==> config.mk <==
export PLATFORM = sky130hd
export DESIGN_NAME = buffer_reader_flat
export DESIGN_NICKNAME = d
export VERILOG_FILES = /design/src/rtl/buffer_pkg.sv /design/src/rtl/buffer_reader_if.sv /design/src/rtl/buffer_reader_skid.sv /design/src/rtl/buffer_reader.sv /design/src/flat_wrapper.sv
export SDC_FILE = /design/constraint.sdc
export NUM_CORES = 1
export LEC_CHECK = 0
export BUFFER_PORTS_ARGS = -buffer_cell sky130_fd_sc_hd__buf_2
export CORE_MARGIN = 4
export CORE_UTILIZATION = 45
export CTS_CLUSTER_SIZE = 24
export DETAILED_ROUTE_END_ITERATION = 10
export PLACE_DENSITY_LB_ADDON = 0.12
export SYNTH_ARGS = -nofsm -noshare
export SYNTH_HDL_FRONTEND = slang
export SYNTH_SLANG_ARGS = --single-unit
==> constraint.sdc <==
create_clock -name CLK -period 2.6 [get_ports CLK]
set_input_delay 0.26 -clock CLK [delete_from_list [all_inputs] [get_ports CLK]]
set_output_delay 0.26 -clock CLK [all_outputs]
set_load 0.02 [all_outputs]
==> src/rtl/buffer_pkg.sv <==
// Shared definitions for the FIFO read-side controller: data width default,
// skid-stage state encoding and depth.
package buffer_pkg;

    localparam int unsigned DEF_DATA_WIDTH = 8;
    localparam int unsigned SKID_DEPTH     = 2;
    localparam int unsigned HELD_W         = $clog2(SKID_DEPTH + 1);

    typedef enum logic [1:0] {
        S_EMPTY = 2'd0,
        S_ONE   = 2'd1,
        S_FULL  = 2'd2
    } skid_state_t;

endpackage

==> src/rtl/buffer_reader_if.sv <==
// FIFO read port plus downstream valid/ready handshake of buffer_reader.
// master = the reader itself, slave = FIFO/consumer environment.
interface buffer_reader_if
    import buffer_pkg::*;
#(
    parameter int unsigned DATA_WIDTH = DEF_DATA_WIDTH
);

    logic                  Valid;
    logic                  EMPTY;
    logic [DATA_WIDTH-1:0] FIFO_DATA;
    logic                  READ;
    logic [DATA_WIDTH-1:0] DATA_OUT;
    logic                  VALID_OUT;
    logic                  READY_IN;

    modport master (
        input  Valid, EMPTY, FIFO_DATA, READY_IN,
        output READ, DATA_OUT, VALID_OUT
    );

    modport slave (
        output Valid, EMPTY, FIFO_DATA, READY_IN,
        input  READ, DATA_OUT, VALID_OUT
    );

endinterface

==> src/rtl/buffer_reader_skid.sv <==
// Two-entry holding stage: captures words at the tail, presents the head,
// and reports how many words it holds.
module buffer_reader_skid
    import buffer_pkg::*;
#(
    parameter int unsigned DATA_WIDTH = DEF_DATA_WIDTH
) (
    input  logic                  clk,
    input  logic                  rst_n,
    input  logic                  capture,
    input  logic                  pop,
    input  logic [DATA_WIDTH-1:0] din,
    output logic [DATA_WIDTH-1:0] head,
    output logic                  head_valid,
    output logic [HELD_W-1:0]     held
);

    skid_state_t           state_q, state_d;
    logic [DATA_WIDTH-1:0] head_q, head_d;
    logic [DATA_WIDTH-1:0] tail_q, tail_d;

    always_ff @(posedge clk or negedge rst_n) begin
        if (!rst_n) begin
            state_q <= S_EMPTY;
            head_q  <= '0;
            tail_q  <= '0;
        end else begin
            state_q <= state_d;
            head_q  <= head_d;
            tail_q  <= tail_d;
        end
    end

    always_comb begin
        state_d = state_q;
        head_d  = head_q;
        tail_d  = tail_q;
        held    = '0;
        unique case (state_q)
            S_EMPTY: begin
                if (capture) begin
                    head_d  = din;
                    state_d = S_ONE;
                end
            end
            S_ONE: begin
                held = HELD_W'(1);
                // a capture coinciding with the pop of the only word goes straight to the head
                if (capture && pop) begin
                    head_d = din;
                end else if (capture) begin
                    tail_d  = din;
                    state_d = S_FULL;
                end else if (pop) begin
                    state_d = S_EMPTY;
                end
            end
            S_FULL: begin
                held = HELD_W'(2);
                if (pop) begin
                    head_d = tail_q;
                    if (capture) tail_d = din;
                    else         state_d = S_ONE;
                end
            end
            default: state_d = S_EMPTY;
        endcase
    end

    assign head       = head_q;
    assign head_valid = (state_q != S_EMPTY);

endmodule

==> src/rtl/buffer_reader.sv <==
// Read-side controller for the 8-bit synchronous FIFO with a 2-entry skid stage.
// Optional accepted-word counter: define BUFFER_READER_WORD_COUNT_EN.
module buffer_reader
    import buffer_pkg::*;
#(
    parameter int unsigned DATA_WIDTH = DEF_DATA_WIDTH,
    parameter int unsigned CNT_WIDTH  = 8
) (
    input  logic                 CLK,
    input  logic                 RESET,
    buffer_reader_if.master      bus
`ifdef BUFFER_READER_WORD_COUNT_EN
    ,
    output logic [CNT_WIDTH-1:0] WORD_COUNT
`endif
);

    logic              inflight_q;
    logic              pop;
    logic [HELD_W-1:0] held;
    logic [2:0]        credit_after;

    assign pop = bus.VALID_OUT & bus.READY_IN;

    // words held plus in flight after this cycle's pop must stay below the stage depth
    assign credit_after = 3'(held) + 3'(inflight_q) - 3'(pop);
    assign bus.READ     = RESET & bus.Valid & ~bus.EMPTY & (credit_after < 3'(SKID_DEPTH));

    always_ff @(posedge CLK or negedge RESET) begin
        if (!RESET) inflight_q <= 1'b0;
        else        inflight_q <= bus.READ;
    end

    buffer_reader_skid #(
        .DATA_WIDTH (DATA_WIDTH)
    ) u_skid (
        .clk        (CLK),
        .rst_n      (RESET),
        .capture    (inflight_q),
        .pop        (pop),
        .din        (bus.FIFO_DATA),
        .head       (bus.DATA_OUT),
        .head_valid (bus.VALID_OUT),
        .held       (held)
    );

`ifdef BUFFER_READER_WORD_COUNT_EN
    always_ff @(posedge CLK or negedge RESET) begin
        if (!RESET)   WORD_COUNT <= '0;
        else if (pop) WORD_COUNT <= WORD_COUNT + CNT_WIDTH'(1);
    end
`endif

endmodule
==> src/flat_wrapper.sv <==
// flat-port wrapper written by rule: the top's interface ports become plain ports
module buffer_reader_flat import buffer_pkg::*;
#(
    parameter int unsigned DATA_WIDTH = DEF_DATA_WIDTH,
    parameter int unsigned CNT_WIDTH  = 8
)
  (CLK, RESET, bus_Valid, bus_EMPTY, bus_FIFO_DATA, bus_READY_IN, bus_READ, bus_DATA_OUT, bus_VALID_OUT);
  buffer_reader_if #(.DATA_WIDTH(DATA_WIDTH)) bus_i ();
  input  logic CLK;
  input  logic RESET;
  input wire logic [$bits(bus_i.Valid)-1:0] bus_Valid;
  input wire logic [$bits(bus_i.EMPTY)-1:0] bus_EMPTY;
  input wire logic [$bits(bus_i.FIFO_DATA)-1:0] bus_FIFO_DATA;
  input wire logic [$bits(bus_i.READY_IN)-1:0] bus_READY_IN;
  output wire logic [$bits(bus_i.READ)-1:0] bus_READ;
  output wire logic [$bits(bus_i.DATA_OUT)-1:0] bus_DATA_OUT;
  output wire logic [$bits(bus_i.VALID_OUT)-1:0] bus_VALID_OUT;
  assign bus_i.Valid = bus_Valid;
  assign bus_i.EMPTY = bus_EMPTY;
  assign bus_i.FIFO_DATA = bus_FIFO_DATA;
  assign bus_i.READY_IN = bus_READY_IN;
  assign bus_READ = bus_i.READ;
  assign bus_DATA_OUT = bus_i.DATA_OUT;
  assign bus_VALID_OUT = bus_i.VALID_OUT;
  buffer_reader #(.DATA_WIDTH(DATA_WIDTH), .CNT_WIDTH(CNT_WIDTH)) u_core (.CLK(CLK), .RESET(RESET), .bus(bus_i));
endmodule
## Word-level counts from Yosys, hierarchy flattened

Cells that the tools add are included.

- Word-level logic and storage cells: 44
- Output and inout bits: 10
- Input port bits: 13
- Bits in registers: 19

- $add $sub $neg: 2
- Reduce and logical (&&, ||, !) cells: 8
- Bitwise gates (word level): 5
- Equality and inequality tests: 8
- Multiplexer cells: 16
- Magnitude comparators: 1

Operators by type and width:

| kind | number |
|---|---|
| 8-bit 2-to-1 mux | 6 |
| 8-bit case mux with 3 select lines | 1 |
| 8-bit case mux with 2 select lines | 1 |
| 2-bit 2-to-1 mux | 6 |
| 2-bit != test, second input constant | 3 |
| 2-bit case mux with 3 select lines | 1 |
| 5-bit AND reduction | 1 |
| 1-bit bitwise AND | 4 |
| 2-bit by 1-bit != test with 1-bit output, second input constant | 2 |
| 2-bit case mux with 2 select lines | 1 |
| 4-bit AND reduction | 1 |
| 2-bit nonzero test | 2 |
| 2-bit by 1-bit adder with 3-bit output | 1 |
| 3-bit by 2-bit < comparator with 1-bit output, second input constant | 1 |
| 3-bit by 1-bit != test with 1-bit output, second input constant | 1 |
| 3-bit AND reduction | 1 |
| 3-bit nonzero test | 1 |
| 3-bit by 1-bit subtractor with 3-bit output | 1 |
| 2-bit by 1-bit equality test with 1-bit output, second input constant | 1 |
| 2-bit equality test, second input constant | 1 |
| 2-bit logical NOT | 1 |
| 1-bit logical AND | 1 |
| 1-bit NOT | 1 |

## Depth between registers and ports, before layout

- Depth in word-level cells: 6
- Gate-level depth with buffers: 7
- Gate-level depth less buffers: 7

## Cells and area by module

From an unflattened synthesis, not the netlist that was laid out.

- Cell total of the unflattened synthesis: 72
- Area total of the unflattened synthesis: 1066.0 µm²

By module, submodules not included:

| module | area each (µm²) | instances | seq. area each (µm²) | cells an instance |
|---|---|---|---|---|
| buffer_reader_skid | 970.9 | 1 | 450.4 | 63 |
| buffer_reader | 95.1 | 1 | 25.0 | 9 |

## Worst setup path after synthesis

OpenSTA, ideal clock, no wires.

- Path kind: reg-to-output
- From: reg u_core.u_skid.state_q[0]
- To: out bus_READ
- Stages on the path, launching flop included: 8
- Path buffers: 0
- Data required time: 2.340 ns
- Setup slack: 0.058 ns
- Arrival: 2.282 ns
- Cells stage by stage: dfrtp_1 > or2_2 > and2_1 > ha_1 > nand2b_1 > fa_1 > nand4b_1 > nor2_1

RTL lines:

| what | RTL line | source |
|---|---|---|
| start: declaration | buffer_reader_skid.sv:18 | `skid_state_t state_q, state_d;` |
| start signal: assignment | buffer_reader_skid.sv:28 | `state_q <= state_d;` |
| 2-bit nonzero test | buffer_reader_skid.sv:71 | `assign head_valid = (state_q != S_EMPTY);` |
| net bus_VALID_OUT | flat_wrapper.sv:17 | `output wire logic [$bits(bus_i.VALID_OUT)-1:0] bus_VALID_OUT;` |
| 1-bit bitwise AND | buffer_reader.sv:23 | `assign pop = bus.VALID_OUT & bus.READY_IN;` |
| 3-bit by 1-bit subtractor with 3-bit output | buffer_reader.sv:26 | `assign credit_after = 3'(held) + 3'(inflight_q) - 3'(pop);` |
| 3-bit by 2-bit < comparator with 1-bit output | buffer_reader.sv:27 | `assign bus.READ = RESET & bus.Valid & ~bus.EMPTY & (credit_after < 3'(SKID_DEPTH));` |
| 1-bit bitwise AND | buffer_reader.sv:27 |  |
| end: declaration | flat_wrapper.sv:15 | `output wire logic [$bits(bus_i.READ)-1:0] bus_READ;` |

The timed path passes the listed nets, and every way through them passes these cells.

## Worst setup path in the final report

- From: reg u_core.u_skid.state_q[0]
- To: out bus_READ

- Cells in the longest elaborated chain, start to end: 6

Ends and longest elaborated chain:

| what | RTL line | source |
|---|---|---|
| 2-bit equality test / 2-bit by 1-bit equality test with 1-bit output (equally long branches) | buffer_reader_skid.sv:39 | `unique case (state_q)` |
| 2-bit case mux with 2 select lines | buffer_reader_skid.sv:39 |  |
| 2-bit by 1-bit adder with 3-bit output | buffer_reader.sv:26 |  |
| 3-bit by 1-bit subtractor with 3-bit output (*) | buffer_reader.sv:26 |  |
| 3-bit by 2-bit < comparator with 1-bit output (*) | buffer_reader.sv:27 |  |
| 1-bit bitwise AND (*) | buffer_reader.sv:27 |  |

Every way passes the cells marked *; elsewhere a longest branch is shown, timed or not.

==> metrics.txt <==
# TYPE chip_impl_metric gauge
chip_impl_metric{name="fillerInstances",unit=""} 172
chip_impl_metric{name="yosys_warnings",unit=""} 0
chip_impl_metric{name="pwr-share-clk",unit=""} 0.128
chip_impl_metric{name="multi_input_area",unit="sq um"} 492
chip_impl_metric{name="mappedNetlistNets",unit=""} 84
chip_impl_metric{name="grt_pass1_vias",unit=""} 642
chip_impl_metric{name="placeable_core_region",unit="sq um"} 2000
chip_impl_metric{name="grt_antenna_before_repair",unit=""} 0
chip_impl_metric{name="power-per-cell-area",unit="nW/um^2"} 955
chip_impl_metric{name="synth_cell_type_count",unit=""} 22
chip_impl_metric{name="buffer_depth_of_the_longest_clock_path",unit=""} 2
chip_impl_metric{name="fin_crit_sh",unit=""} 0.984
chip_impl_metric{name="pin_count_of_the_biggest_net_entering_global_routing",unit=""} 21
chip_impl_metric{name="drt-wirelength-per-cell",unit="um"} 13.3
chip_impl_metric{name="final-hold-violation-count",unit=""} 0
chip_impl_metric{name="final_core_utilization",unit=""} 0.603
chip_impl_metric{name="grt_first_pass_wirelength",unit="um"} 2910
chip_impl_metric{name="power_report.internal_total",unit="mW"} 0.746
chip_impl_metric{name="chipHeight",unit="um"} 54.2
chip_impl_metric{name="die_w",unit="um"} 54.2
chip_impl_metric{name="h-tree-depth",unit=""} 1
chip_impl_metric{name="synthToLayoutAreaGrowth",unit="%"} 26.0
chip_impl_metric{name="postSynthRegisterBits",unit=""} 19
chip_impl_metric{name="gp_congestion",unit=""} 0.752
chip_impl_metric{name="slew_headroom",unit=""} 0.695
chip_impl_metric{name="fin_area",unit="sq um"} 1210
chip_impl_info{name="ys.flop_type",value="sky130_fd_sc_hd__dfrtp_1"} 1
chip_impl_metric{name="sw_frac_of_total",unit=""} 0.353
chip_impl_metric{name="asyncSetResetFlopFracSynth",unit=""} 1.00
chip_impl_metric{name="num-nets-final",unit=""} 117
chip_impl_metric{name="finalCriticalPeriod",unit="ns"} 2.56
chip_impl_info{name="status",value="completed"} 1
chip_impl_metric{name="netlist_area",unit="sq um"} 958
chip_impl_metric{name="total_routing_usage_reported_by_global_routing",unit=""} 0.140
chip_impl_metric{name="placedInstanceArea",unit="sq um"} 1120
chip_impl_metric{name="detailed_place_hpwl",unit="um"} 1260
chip_impl_metric{name="syn_inst",unit=""} 68
chip_impl_metric{name="worst_skew_pair.late_latency",unit="ns"} 0.29
chip_impl_info{name="setup.worst_path.end_class",value="output port"} 1
chip_impl_metric{name="drc",unit=""} 0
chip_impl_info{name="min-delay-path-class",value="in -> reg"} 1
chip_impl_metric{name="fraction_of_final_layout_cells_with_drive_strength_greater_than_1",unit=""} 0.620
chip_impl_metric{name="syn_area_per_cell",unit="sq um"} 14.1
chip_impl_metric{name="crit_fanout",unit=""} 2
chip_impl_info{name="grt_setup_unrepaired",value="true"} 1
chip_impl_info{name="crit_type",value="reg -> out"} 1
chip_impl_metric{name="clock-sinks",unit=""} 19
chip_impl_metric{name="starting_density_of_the_core",unit=""} 0.479
chip_impl_metric{name="report.final.setup_viol",unit=""} 0
chip_impl_metric{name="clock.fmax",unit="MHz"} 391
chip_impl_metric{name="rrSetupSlack",unit="ns"} 0.54
chip_impl_metric{name="seq_area",unit="sq um"} 475
chip_impl_metric{name="power_switching",unit="mW"} 0.407
chip_impl_metric{name="skew",unit="ns"} 0.000477
chip_impl_metric{name="remaining_number_of_nets_flagged_by_the_antenna_check_after_routing",unit=""} 0
chip_impl_metric{name="design.portCount",unit=""} 23
chip_impl_metric{name="detail_route.first_pass.iterations",unit=""} 4
chip_impl_metric{name="vdd_ir_drop_max",unit="mV"} 0.609
chip_impl_metric{name="combPwrFrac",unit=""} 0.452
chip_impl_info{name="cts_tree",value="yes"} 1
chip_impl_info{name="clock_tree.root_cell",value="sky130_fd_sc_hd__clkbuf_4"} 1
chip_impl_info{name="crit_path_start_kind",value="flop"} 1
chip_impl_metric{name="die_area",unit="sq um"} 2930
chip_impl_metric{name="synth_enable_flop_cells",unit=""} 0
chip_impl_metric{name="core.rowCount",unit=""} 16
chip_impl_metric{name="drt_wl_total",unit="um"} 1690
chip_impl_metric{name="antenna_cells_inserted",unit=""} 0
chip_impl_metric{name="max_cap_viols",unit=""} 0
chip_impl_metric{name="cp.arrival",unit="ns"} 2.30
chip_impl_metric{name="seq_power_share",unit=""} 0.420
chip_impl_metric{name="register_area_share_after_synthesis",unit=""} 0.496
chip_impl_metric{name="static_leakage",unit="nW"} 0.570
chip_impl_metric{name="slew_viol_final",unit=""} 0
chip_impl_metric{name="clk_transition_reported_paths",unit="ns"} 0.11
chip_impl_metric{name="via_total_after_detailed_routing",unit=""} 646
chip_impl_metric{name="worst-slew-pin-transition",unit="ns"} 0.454
chip_impl_metric{name="global_route.overflow_total",unit=""} 0
chip_impl_metric{name="critPathRequiredTime",unit="ns"} 2.34
chip_impl_metric{name="initialDrtViolationCount",unit=""} 2
chip_impl_metric{name="routed_via_density",unit=""} 5.09
chip_impl_metric{name="tritoncts.num_buffers",unit=""} 3
chip_impl_metric{name="io_buffer_count",unit=""} 22
-- Yosys cell counts (2+ instances only) --
master,n,area [sq um]
sky130_fd_sc_hd__nor2_1,3,11.3
sky130_fd_sc_hd__nor2b_1,2,12.5
sky130_fd_sc_hd__dfrtp_1,19,475
sky130_fd_sc_hd__inv_1,2,7.51
sky130_fd_sc_hd__mux2_2,23,259
sky130_fd_sc_hd__ha_1,2,25.0
sky130_fd_sc_hd__a32o_1,2,20.0
-- area by class of cell --
class,instances,area share
Multi-Input combinational cell,46,0.407
Sequential cell,19,0.394
Timing Repair Buffer,29,0.142
Tap cell,27,0.0280
Clock buffer,3,0.0187
Inverter,2,0.00622
Clock inverter,1,0.00415
-- final timing paths --
check,to,from,depth (start not counted)
max,bus_READ,u_core.u_skid.state_q[0],8
min in group asynchronous,u_core.u_skid.head[6],RESET,3
max in group asynchronous,u_core.u_skid.state_q[0],RESET,3
min,u_core.u_skid.tail_q[0],bus_FIFO_DATA[0],2
max reg2reg,u_core.u_skid.tail_q[0],u_core.u_skid.state_q[0],7
min reg2reg,u_core.u_skid.tail_q[0],u_core.u_skid.tail_q[0],1
-- power groups by stage --
| stage | sequential (mW) | combinational, mW | clock (mW) |
|---|---|---|---|
| after floorplan | 0.573 | 0.252 | 0 |
| after global routing | 0.500 | 0.570 | 0.172 |
| after detailed placement | 0.492 | 0.485 | 0 |
| after CTS | 0.486 | 0.514 | 0.154 |
| after global placement | 0.485 | 0.475 | 0 |
| final | 0.484 | 0.521 | 0.148 |
-- flip-flops by register name, indices dropped and copies added (netlist names) --
| name | flops |
|---|---|
| u_core.inflight_q | 1 |
| u_core.u_skid.head | 8 |
| u_core.u_skid.state_q | 2 |
| u_core.u_skid.tail_q | 8 |
-- worst max-delay path: stages, from the launching register on --
cell and delay [ns]:
sky130_fd_sc_hd__dfrtp_1 0.39, sky130_fd_sc_hd__or2_4 0.25, sky130_fd_sc_hd__and2_4 0.15, sky130_fd_sc_hd__ha_4 0.20, sky130_fd_sc_hd__nand2b_4 0.13, sky130_fd_sc_hd__fa_1 0.48
sky130_fd_sc_hd__nand4b_1 0.11, sky130_fd_sc_hd__nor2_2 0.16, sky130_fd_sc_hd__buf_6 0.13
-- cell usage in the layout, fill, tap and decap left out, types with 2 or more instances in the layout --
| cell | count |
|---|---|
| sky130_fd_sc_hd__a32o_1 | 2 |
| sky130_fd_sc_hd__nor2_1 | 2 |
| sky130_fd_sc_hd__mux2_2 | 23 |
| sky130_fd_sc_hd__buf_4 | 6 |
| sky130_fd_sc_hd__dfrtp_1 | 19 |
| sky130_fd_sc_hd__inv_1 | 2 |
| sky130_fd_sc_hd__clkbuf_4 | 3 |
| sky130_fd_sc_hd__nor2b_1 | 2 |
| sky130_fd_sc_hd__buf_2 | 21 |
-- what timing repair did --
action | in CTS | in global routing
buffers inserted | 0 | 2
cloned | 0 | 0
endpoints found under the hold margin | 19 | 0
hold buffers | 1 | 0
pin swaps | 5 | 5
gates resized for setup | 5 | 2
endpoints found under the setup margin | 1 | 1
-- kinds of logic after synthesis --
| family | share of synthesized area |
|---|---|
| AO/OA/AOI/OAI | 0.0614 |
| XOR/XNOR | 0.00914 |
| adder cells (fa/ha/maj) | 0.0470 |
| buffers and inverters | 0.0196 |
| flip-flops | 0.496 |
| multiplexers | 0.292 |
| AND/OR/NAND/NOR | 0.0744 |
-- metal layers --
metal,vias to the layer above,track usage,wire [um]
li1,311,-,-
met1,318,0.189,756
met2,13,0.217,835
met3,4,0.0332,80
met4,0,0.0498,21
met5,-,0,0
-- metrics by stage --
step	setup TNS [ns]	hold slack [ns]	power, mW	std cells	setup WS [ns]
floorplan	0	-0.0356	0.825	68	0.0578
CTS	0	0.186	1.15	125	0.00280
global placement	0	0.234	0.960	120	0.226
finish	0	0.191	1.15	127	0.0405
global route	-0.0807	0.181	1.24	127	-0.0807
detailed placement	0	0.238	0.977	120	0.187
(Power assumes the default switching activity.)
